==> src/rtl/custom_types_pkg.sv <==
// rtl/custom_types_pkg.sv - shared frame, state and address types for dcache
package custom_types_pkg;

    localparam int TAG_W = 30;

    typedef struct packed {
        logic             valid;
        logic             dirty;
        logic [TAG_W-1:0] tag;
        logic [31:0]      data;
    } dcache_frame_t;

    typedef enum logic [2:0] {
        IDLE  = 3'd0,
        WB    = 3'd1,
        FETCH = 3'd2
`ifdef DCACHE_FLUSH_EN
        ,
        FLUSH = 3'd3,
        DONE  = 3'd4
`endif
    } dcache_state_t;

    // Widest possible split (SETS=64 index, SETS=2 tag); unused upper bits stay zero.
    typedef struct packed {
        logic [29:0] tag;
        logic [5:0]  index;
        logic [1:0]  offset;
    } dcache_addr_t;

    function automatic dcache_addr_t split_addr(input logic [31:0] a, input int iw);
        dcache_addr_t r;
        r.tag    = a[31:2] >> iw;
        r.index  = a[7:2] & ((6'd1 << iw) - 6'd1);
        r.offset = a[1:0];
        return r;
    endfunction

    function automatic logic [31:0] join_addr(input logic [29:0] tag, input logic [5:0] index,
                                              input int iw);
        logic [29:0] w;
        w = (tag << iw) | {24'd0, index};
        return {w, 2'b00};
    endfunction

endpackage

==> src/rtl/dcache_if.sv <==
// rtl/dcache_if.sv - datapath and memory-side signal bundle for dcache
interface dcache_if;
    logic        dmemREN;
    logic        dmemWEN;
    logic [31:0] dmemaddr;
    logic [31:0] dmemstore;
    logic        halt;
    logic        dhit;
    logic [31:0] dmemload;
    logic        flushed;
    logic        dREN;
    logic        dWEN;
    logic [31:0] daddr;
    logic [31:0] dstore;
    logic [31:0] dload;
    logic        dwait;

    modport master (
        output dmemREN, dmemWEN, dmemaddr, dmemstore, halt, dload, dwait,
        input  dhit, dmemload, flushed, dREN, dWEN, daddr, dstore
    );

    modport slave (
        input  dmemREN, dmemWEN, dmemaddr, dmemstore, halt, dload, dwait,
        output dhit, dmemload, flushed, dREN, dWEN, daddr, dstore
    );
endinterface

==> src/rtl/dcache_frame_array.sv <==
// rtl/dcache_frame_array.sv - direct-mapped frame storage with one read and one write port
module dcache_frame_array
    import custom_types_pkg::*;
#(
    parameter int SETS = 16,
    parameter int IW   = $clog2(SETS)
) (
    input  logic          CLK,
    input  logic          nRST,
    input  logic [IW-1:0] rd_idx,
    output dcache_frame_t rd_frame,
    input  logic          wr_en,
    input  logic [IW-1:0] wr_idx,
    input  dcache_frame_t wr_frame
);

    dcache_frame_t frames [SETS];

    // Only valid/dirty are cleared; tag and data are don't-care while invalid.
    always_ff @(posedge CLK) begin
        if (nRST) begin
            for (int i = 0; i < SETS; i++) begin
                frames[i].valid <= 1'b0;
                frames[i].dirty <= 1'b0;
            end
        end else if (wr_en) begin
            frames[wr_idx] <= wr_frame;
        end
    end

    assign rd_frame = frames[rd_idx];

endmodule

==> src/rtl/dcache.sv <==
// rtl/dcache.sv - direct-mapped write-back data cache; DCACHE_FLUSH_EN enables drain-on-halt
module dcache
    import custom_types_pkg::*;
#(
    parameter int SETS = 16
) (
    input logic     CLK,
    input logic     nRST,
    dcache_if.slave bus
);

    localparam int IW = $clog2(SETS);

    dcache_state_t state;
    logic [31:0]   miss_addr;
    dcache_addr_t  req_a, miss_a;
    logic [IW-1:0] req_idx, miss_idx, rd_idx, wr_idx;
    dcache_frame_t frame, wr_frame;
    logic          wr_en, req, hit, frame_dirty;
`ifdef DCACHE_FLUSH_EN
    logic [IW-1:0] flush_idx;
`else
    logic          flushed_q;
`endif
    logic          unused_bits;

    dcache_frame_array #(.SETS(SETS), .IW(IW)) u_frames (
        .CLK      (CLK),
        .nRST     (nRST),
        .rd_idx   (rd_idx),
        .rd_frame (frame),
        .wr_en    (wr_en),
        .wr_idx   (wr_idx),
        .wr_frame (wr_frame)
    );

    assign unused_bits = ^{req_a.offset, req_a.index, miss_a.offset, miss_a.index};

    always_comb begin
        req_a    = split_addr(bus.dmemaddr, IW);
        miss_a   = split_addr(miss_addr, IW);
        req_idx  = req_a.index[IW-1:0];
        miss_idx = miss_a.index[IW-1:0];
        // Outside IDLE the frame of interest is the latched miss (or flush cursor), not the live request.
        rd_idx   = (state == IDLE) ? req_idx : miss_idx;
`ifdef DCACHE_FLUSH_EN
        if (state == FLUSH) rd_idx = flush_idx;
`endif
        req         = bus.dmemREN | bus.dmemWEN;
        frame_dirty = frame.valid & frame.dirty;
        hit         = (state == IDLE) && req && frame.valid && (frame.tag == req_a.tag);

        bus.dhit     = hit;
        bus.dmemload = frame.data;
        bus.dREN     = 1'b0;
        bus.dWEN     = 1'b0;
        bus.daddr    = 32'd0;
        bus.dstore   = 32'd0;
        case (state)
            WB: begin
                bus.dWEN   = 1'b1;
                bus.daddr  = join_addr(frame.tag, 6'(miss_idx), IW);
                bus.dstore = frame.data;
            end
            FETCH: begin
                bus.dREN  = 1'b1;
                bus.daddr = {miss_addr[31:2], 2'b00};
            end
`ifdef DCACHE_FLUSH_EN
            FLUSH: if (frame_dirty) begin
                bus.dWEN   = 1'b1;
                bus.daddr  = join_addr(frame.tag, 6'(flush_idx), IW);
                bus.dstore = frame.data;
            end
`endif
            default: ;
        endcase

`ifdef DCACHE_FLUSH_EN
        bus.flushed = (state == DONE);
`else
        bus.flushed = flushed_q;
`endif

        wr_en    = 1'b0;
        wr_idx   = req_idx;
        wr_frame = frame;
        if (hit && bus.dmemWEN) begin
            wr_en          = 1'b1;
            wr_frame.data  = bus.dmemstore;
            wr_frame.dirty = 1'b1;
        end else if (state == FETCH && !bus.dwait) begin
            wr_en    = 1'b1;
            wr_idx   = miss_idx;
            wr_frame = '{valid: 1'b1, dirty: 1'b0, tag: miss_a.tag, data: bus.dload};
        end
    end

    always_ff @(posedge CLK) begin
        if (nRST) begin
            state     <= IDLE;
            miss_addr <= 32'd0;
`ifdef DCACHE_FLUSH_EN
            flush_idx <= '0;
`else
            flushed_q <= 1'b0;
`endif
        end else begin
`ifndef DCACHE_FLUSH_EN
            flushed_q <= flushed_q | bus.halt;
`endif
            case (state)
                IDLE: begin
                    if (req && !hit) begin
                        miss_addr <= bus.dmemaddr;
                        state     <= frame_dirty ? WB : FETCH;
                    end
`ifdef DCACHE_FLUSH_EN
                    else if (bus.halt) begin
                        flush_idx <= '0;
                        state     <= FLUSH;
                    end
`endif
                end
                WB:    if (!bus.dwait) state <= FETCH;
                FETCH: if (!bus.dwait) state <= IDLE;
`ifdef DCACHE_FLUSH_EN
                FLUSH: if (!frame_dirty || !bus.dwait) begin
                    if (flush_idx == IW'(SETS - 1)) state <= DONE;
                    else flush_idx <= flush_idx + 1'b1;
                end
                DONE: state <= DONE;
`endif
                default: state <= IDLE;
            endcase
        end
    end

endmodule

==> src/flat_wrapper.sv <==
// flat-port wrapper written by rule: the top's interface ports become plain ports
module dcache_flat import custom_types_pkg::*;
#(
    parameter int SETS = 16
)
  (CLK, nRST, bus_dmemREN, bus_dmemWEN, bus_dmemaddr, bus_dmemstore, bus_halt, bus_dload, bus_dwait, bus_dhit, bus_dmemload, bus_flushed, bus_dREN, bus_dWEN, bus_daddr, bus_dstore);
  dcache_if bus_i ();
  input logic CLK;
  input logic nRST;
  input wire logic [$bits(bus_i.dmemREN)-1:0] bus_dmemREN;
  input wire logic [$bits(bus_i.dmemWEN)-1:0] bus_dmemWEN;
  input wire logic [$bits(bus_i.dmemaddr)-1:0] bus_dmemaddr;
  input wire logic [$bits(bus_i.dmemstore)-1:0] bus_dmemstore;
  input wire logic [$bits(bus_i.halt)-1:0] bus_halt;
  input wire logic [$bits(bus_i.dload)-1:0] bus_dload;
  input wire logic [$bits(bus_i.dwait)-1:0] bus_dwait;
  output wire logic [$bits(bus_i.dhit)-1:0] bus_dhit;
  output wire logic [$bits(bus_i.dmemload)-1:0] bus_dmemload;
  output wire logic [$bits(bus_i.flushed)-1:0] bus_flushed;
  output wire logic [$bits(bus_i.dREN)-1:0] bus_dREN;
  output wire logic [$bits(bus_i.dWEN)-1:0] bus_dWEN;
  output wire logic [$bits(bus_i.daddr)-1:0] bus_daddr;
  output wire logic [$bits(bus_i.dstore)-1:0] bus_dstore;
  assign bus_i.dmemREN = bus_dmemREN;
  assign bus_i.dmemWEN = bus_dmemWEN;
  assign bus_i.dmemaddr = bus_dmemaddr;
  assign bus_i.dmemstore = bus_dmemstore;
  assign bus_i.halt = bus_halt;
  assign bus_i.dload = bus_dload;
  assign bus_i.dwait = bus_dwait;
  assign bus_dhit = bus_i.dhit;
  assign bus_dmemload = bus_i.dmemload;
  assign bus_flushed = bus_i.flushed;
  assign bus_dREN = bus_i.dREN;
  assign bus_dWEN = bus_i.dWEN;
  assign bus_daddr = bus_i.daddr;
  assign bus_dstore = bus_i.dstore;
  dcache #(.SETS(SETS)) u_core (.CLK(CLK), .nRST(nRST), .bus(bus_i));
endmodule
==> config.mk <==
export PLATFORM = sky130hd
export DESIGN_NAME = dcache_flat
export DESIGN_NICKNAME = d
export VERILOG_FILES = /design/src/rtl/custom_types_pkg.sv /design/src/rtl/dcache_if.sv /design/src/rtl/dcache_frame_array.sv /design/src/rtl/dcache.sv /design/src/flat_wrapper.sv
export SDC_FILE = /design/constraint.sdc
export NUM_CORES = 2
export LEC_CHECK = 0
export ABC_AREA = 1
export CAP_MARGIN = 25
export CORE_ASPECT_RATIO = 0.75
export CORE_MARGIN = 5
export CORE_UTILIZATION = 50
export CTS_BUF_LIST = sky130_fd_sc_hd__clkbuf_4 sky130_fd_sc_hd__clkbuf_8 sky130_fd_sc_hd__clkbuf_16
export DETAILED_ROUTE_END_ITERATION = 7
export GPL_ROUTABILITY_DRIVEN = 0
export PLACE_DENSITY = 0.64
export RECOVER_POWER = 100
export SYNTH_ARGS = -nofsm -noshare
export SYNTH_HDL_FRONTEND = slang
export SYNTH_SLANG_ARGS = --single-unit
==> constraint.sdc <==
create_clock -name CLK -period 7.4 [get_ports CLK]
set_input_delay 1.11 -clock CLK [delete_from_list [all_inputs] [get_ports CLK]]
set_output_delay 1.11 -clock CLK [all_outputs]
set_load 0.02 [all_outputs]
Yosys cells after proc, flatten, opt, wreduce, memory -nomap -nowiden
Memory sizes are Yosys's and may differ from the RTL's.
Cells that the tools add are included.
{"block": "totals", "reg_bits": 36, "mem_bits_rw": 1024, "inputBits": 102, "out_inout_bits": 100, "word_cells": 53, "n_memories": 1}
{"block": "op_classes", "n_eq_ne": 6, "mux": 27, "bitwise": 4, "n_reduce_logical": 12}
{"name": "u_core.u_frames.frames", "words": 16, "width": 64, "read_ports": 1, "rd_clocked_by_memory_dff": 0, "wr": 16, "line": "dcache_frame_array.sv:17", "source": "dcache_frame_t frames [SETS];"}
{"op": "$mux 64", "n": 2}
{"op": "$mux 32", "n": 2}
{"op": "$pmux 32 s2", "n": 1}
{"op": "$reduce_or 64->1", "n": 1}
{"op": "$eq 30x26->1", "n": 1}
{"op": "$mux 30", "n": 1}
{"op": "$or 30x4->30", "n": 1}
{"op": "$mux 4", "n": 4}
{"op": "$mux 1", "n": 11}
{"op": "$mux 3", "n": 3}
{"op": "$pmux 3 s3", "n": 1}
{"op": "$logic_and 1x1->1", "n": 6}
{"op": "$ne 2x2->1 const B", "n": 3}
{"op": "$mux 2", "n": 2}
{"op": "$eq 3x1->1 const B", "n": 1}
{"op": "$eq 3x2->1 const B", "n": 1}
{"op": "$logic_not 3->1", "n": 1}
{"op": "$reduce_and 3->1", "n": 1}
{"op": "$logic_not 1->1", "n": 2}
{"op": "$or 1x1->1", "n": 2}
{"op": "$reduce_and 2->1", "n": 1}
{"op": "$and 1x1->1", "n": 1}

Longest topological paths before layout
An unclocked memory read counts as a cell.
{"block": "depth", "word_depth": 12, "ltp_mapped": 27, "depth_no_buf": 25}

Cells and area by module
From an unflattened synthesis, not the netlist that was laid out.
{"block": "hier_totals", "cells_unflattened": 5052, "area_unflattened_um2": 48237.5}
{"mod": "dcache_frame_array", "instances": 1, "cells_each": 4221, "area_each_um2": 44123.6, "seq_area_each_um2": 30749.5}
{"mod": "dcache", "instances": 1, "cells_each": 831, "area_each_um2": 4113.9, "seq_area_each_um2": 660.6}

Worst setup path before layout
Ideal clock, no wire load.
{"block": "synth_path", "path_type": "input port to flip-flop", "start": "input bus_dmemaddr[2]", "end": "memory u_core.u_frames.frames[4][0] in the netlist's numbering, enable pin", "setup_time_ps": 482, "t_arrival_ps": 5892, "t_required_ps": 6918, "slack_ps": 1026, "path_stages": 20, "path_buffers": 3, "path_cell_list": "nand2_2 -> buf_2 -> buf_2 -> nand3_1 -> nand3_1 -> nand3_1 -> nand3_1 -> nand2_1 -> nand2_1 -> nand2_1 -> nor2_1 -> nand2_1 -> nor2_1 -> nand2_1 -> nor2_1 -> nand3_1 -> nand2_1 -> nand3_1 -> buf_2 -> nor2_1"}
{"item": "start: declaration", "line": "flat_wrapper.sv:12", "source": "input wire logic [$bits(bus_i.dmemaddr)-1:0] bus_dmemaddr;"}
{"item": "end: declaration", "line": "dcache_frame_array.sv:17"}

Worst setup path in the final report
{"block": "layout_path", "start": "register u_core.state[1]", "end": "output bus_dhit"}
{"block": "layout_via", "elab_chain_len": 5, "elab_cells_between_ends": 7, "cone_classes": "eq/ne: 1; mux: 1; reduce/logical: 4; memory: 1"}
{"item": "start: declaration", "line": "dcache.sv:14", "source": "dcache_state_t state;"}
{"item": "start signal: assignment", "line": "dcache.sv:116", "source": "state <= frame_dirty ? WB : FETCH;"}
{"item": "$logic_not 3->1 *", "line": "dcache.sv:45, dcache.sv:51"}
{"item": "$mux 4", "line": "dcache.sv:45", "source": "rd_idx = (state == IDLE) ? req_idx : miss_idx;"}
{"item": "$mem_v2 16x64"}
{"item": "$eq 30x26->1 or $logic_and 1x1->1 (tied branches)", "line": "dcache.sv:51", "source": "hit = (state == IDLE) && req && frame.valid && (frame.tag == req_a.tag);"}
{"item": "$logic_and 1x1->1 *", "line": "dcache.sv:51"}
{"item": "end: declaration", "line": "flat_wrapper.sv:17", "source": "output wire logic [$bits(bus_i.dhit)-1:0] bus_dhit;"}
Mark *: on every way between the ends. The rest lies on a longest branch, timed or not.

==> results.md <==
* Status: complete, but fails checks
* Failing checks: max-capacitance violations, max-slew violations
* Synth Area in Simple Gates at 0.170
* Drt wl/cell at 23.1 um
* IO Port Bufs at 197
* Area growth syn-to-layout at 15.6%
* Clk root buf: clkbuf_16
* Worst IR drop on VDD at 306 uV
* Resize count post-CTS at 0
* Clock sink count at 1057
* N_diodes at 0
* Global route overflow at 0
* CP Data Arrival Time at 5.69 ns
* F_max at 147 MHz
* Class of the worst hold path: register to register
* Post-synthesis mux area share at 0
* Worst r2r path cells at 20
* Nets at 4211
* Met1 layer usage reported by global route at 0.362
* XOR/XNOR share of the synthesized area at 0
* R2r setup slk at 0.71 ns
* GRT busiest layer: met2
* Min-delay src: u_core.bus.flushed
* Worst slew margin at -0.157
* FF+latch count, synth at 1057
* Post-Syn Area at 44700 um2
* Startpoint Class: register
* Setup_tns at 0 ns
* 1st-pass router iterations at 8
* Ports at 202
* First-pass GRT wire length at 184000 um
* Clk Latency, worst-skew pair at 0.68 ns
* Hold Fails Final Rpt at 0
* Endpoint class of the critical path: output pin
* FF-to-FF End: u_core.u_frames.frames[4][40]
* TritonCTS clock tree: done
* Pleak at 18.1 nW
* PnR worst setup slack at 0.605 ns
* Routed via count at 31.1k
* Pwr Total at 23.1 mW
* Initial antenna violation count at 0
* Worst EP required at 6.29 ns
* Critical path fanouts, max at 30
* Worst hold stages at 2
* Layout cells sized above 1 at 0.0707
* Final setup violation count at 0
* Routed Antenna Nets at 0
* Core ar. at 89100 um2
* Final HPWL DP at 68500 um
* Initial Util at 0.501
* Die boundary height at 269 um
* # Post-CTS Setup Buffers at 0
* Combinational family with the most area after synthesis: simple AND/OR/NAND/NOR gates
* Synth Area in Compound Gates at 0.0825
* H-tree depth at 3
* Pre-CTS WS at 1.04 ns
* Worst-path clk slew at 0.07 ns
* Min Tclk post-route at 6.80 ns
* Max_cap viols at 3
* Largest net degree at the start of global routing at 129
* Clock Skew at 0.0224 ns
* Post-synth cell types at 32
* DRC viols at 0
* Sequential share of the synthesized area at 0.703
* Critical path class: register to output pin
* # rows at 95
* WHS Endpoint: u_core.bus.flushed
* Die Wd at 355 um
* Grt met3 use at 0.0333
* Average cell area after synthesis at 11.4 um2
* RSZ-0062 raised after global routing: no
* Hold WS at 0.466 ns
* Vias in the first global route at 29.1k
* Syn. warnings at 0
* Die area at 95500 um2
* Met2 Track Usage GR at 0.420
* Adder-cell area share of the yosys netlist at 0.000840
* R2r startpoint: u_core.state[1]
* Pins over their slew limit at 79
* Total wire length at 124000 um
* Synth Instances at 3911
* CTS Hold Buffers Added at 0
* Final Cycle Share at 0.918
* Worst-Margin Slew at 1.74 ns
* PwrDens at 448 nW/um2
* Tot GR Track Use at 0.254
* Clk buf depth at 3
* Vias/cell at 5.82
* Initial DRC Count at 3553
* Total CTS buffers at 104
stage by stage:
stage | utilization | cell area [um2] | instances
final | 0.580 | 51700 | 5350
after global routing | 0.580 | 51700 | 5350
after CTS | 0.582 | 51900 | 5336
after detailed placement | 0.545 | 48600 | 5150
after global placement | 0.543 | 48400 | 5131
after floorplan | - | 44700 | 3912
worst max-delay path, cell delays in order, from the launching register on:
cell and delay (ns):
dfxtp_1 0.31, inv_1 0.09, ha_1 0.57, o21ai_0 0.27
clkinv_2 0.36, clkbuf_2 1.00, nand3_1 0.49, nand2_1 0.22
nand2_1 0.08, nand2_1 0.08, nand2_1 0.05, nor2_1 0.31
nand3_1 0.13, nor2_1 0.27, dlygate4sd3_1 0.72
cells in the mapped netlist (all sizes together):
| cell type | number | area share |
|---|---|---|
| dfxtp | 33 | 0.015 |
| nand3 | 571 | 0.065 |
| edfxtp | 1024 | 0.69 |
| o211ai | 98 | 0.016 |
| conb | 1 | 0.000084 |
| o21ai | 336 | 0.038 |
| inv | 187 | 0.016 |
| clkinv | 2 | 0.00017 |
| nand2 | 780 | 0.066 |
| o221ai | 66 | 0.013 |
| a211oi | 1 | 0.00017 |
| ha | 3 | 0.00084 |
| buf | 125 | 0.017 |
| nand3b | 17 | 0.0029 |
| nor3 | 11 | 0.0020 |
| nor2 | 404 | 0.034 |
| clkbuf | 137 | 0.012 |
| a21oi | 49 | 0.0058 |
| o22ai | 66 | 0.0092 |
state kept, by name (all words and copies together), names as in the netlist:
register / count
u_core.state: 2
u_core.u_frames.frames: 1024
u_core.miss_addr: 30
u_core.bus.flushed: 1
report_power, final:
| part | internal (mW) | switching [mW] |
|---|---|---|
| Combinational | 2.36 | 6.94 |
| Clock | 2.99 | 2.19 |
| Sequential | 8.59 | 0.0598 |
cell usage in the layout, fill, tap and decap left out, types with 3 or more instances in the layout:
cell / n
edfxtp_1: 1024
nand2_1: 776
nand3_1: 569
nor2_1: 394
o21ai_0: 328
inv_1: 172
clkdlybuf4s50_1: 113
clkbuf_16: 106
o211ai_1: 98
dlygate4sd3_1: 84
o22ai_1: 66
o221ai_1: 66
clkbuf_1: 55
buf_4: 48
a21oi_1: 47
buf_12: 38
dfxtp_1: 33
clkinv_1: 28
clkinv_2: 20
clkbuf_4: 20
nand3b_1: 17
nor3_1: 9
bufinv_16: 9
nor2_4: 8
clkbuf_2: 8
inv_2: 7
inv_4: 6
o21ai_1: 5
o21ai_4: 3
ha_1: 3
inv_6: 3
clkinvlp_4: 3
final cells by class:
class	instances	area (um2)
clock inverter	62	537
timing repair buffer	350	3390
multi-input combinational	2404	11400
fill	7230	37500
tap	1164	1460
clock buffer	124	2790
sequential	1057	31400
inverter	189	727
cells by family (layout without fill, tap and decap cells):
kind of cell,count (synthesis),count (layout)
flops,1057,1057
simple gates,1783,1783
compound gates,616,616
other cells,1,2
buf+inv,451,725
fa+ha+maj,3,3
layer usage:
metal,routed length [um],vias up
li1,-,14400
met5,0,-
met2,59300,1317
met4,3100,0
met3,8840,224
met1,52500,15200
how the worst max path moves through the flow:
stage	startpoint	slack, ns	to
floorplan	bus_dmemaddr[2]	1.03	u_core.u_frames.frames[4][0]
global placement	bus_dmemaddr[5]	1.08	u_core.u_frames.frames[13][15]
detailed placement	bus_dmemaddr[5]	1.04	u_core.u_frames.frames[15][19]
CTS	u_core.state[1]	0.83	bus_dhit
global route	u_core.state[0]	0.31	u_core.u_frames.frames[1][12]
finish	u_core.state[1]	0.60	bus_dhit
Note: power is estimated with default switching activity, not from simulation.
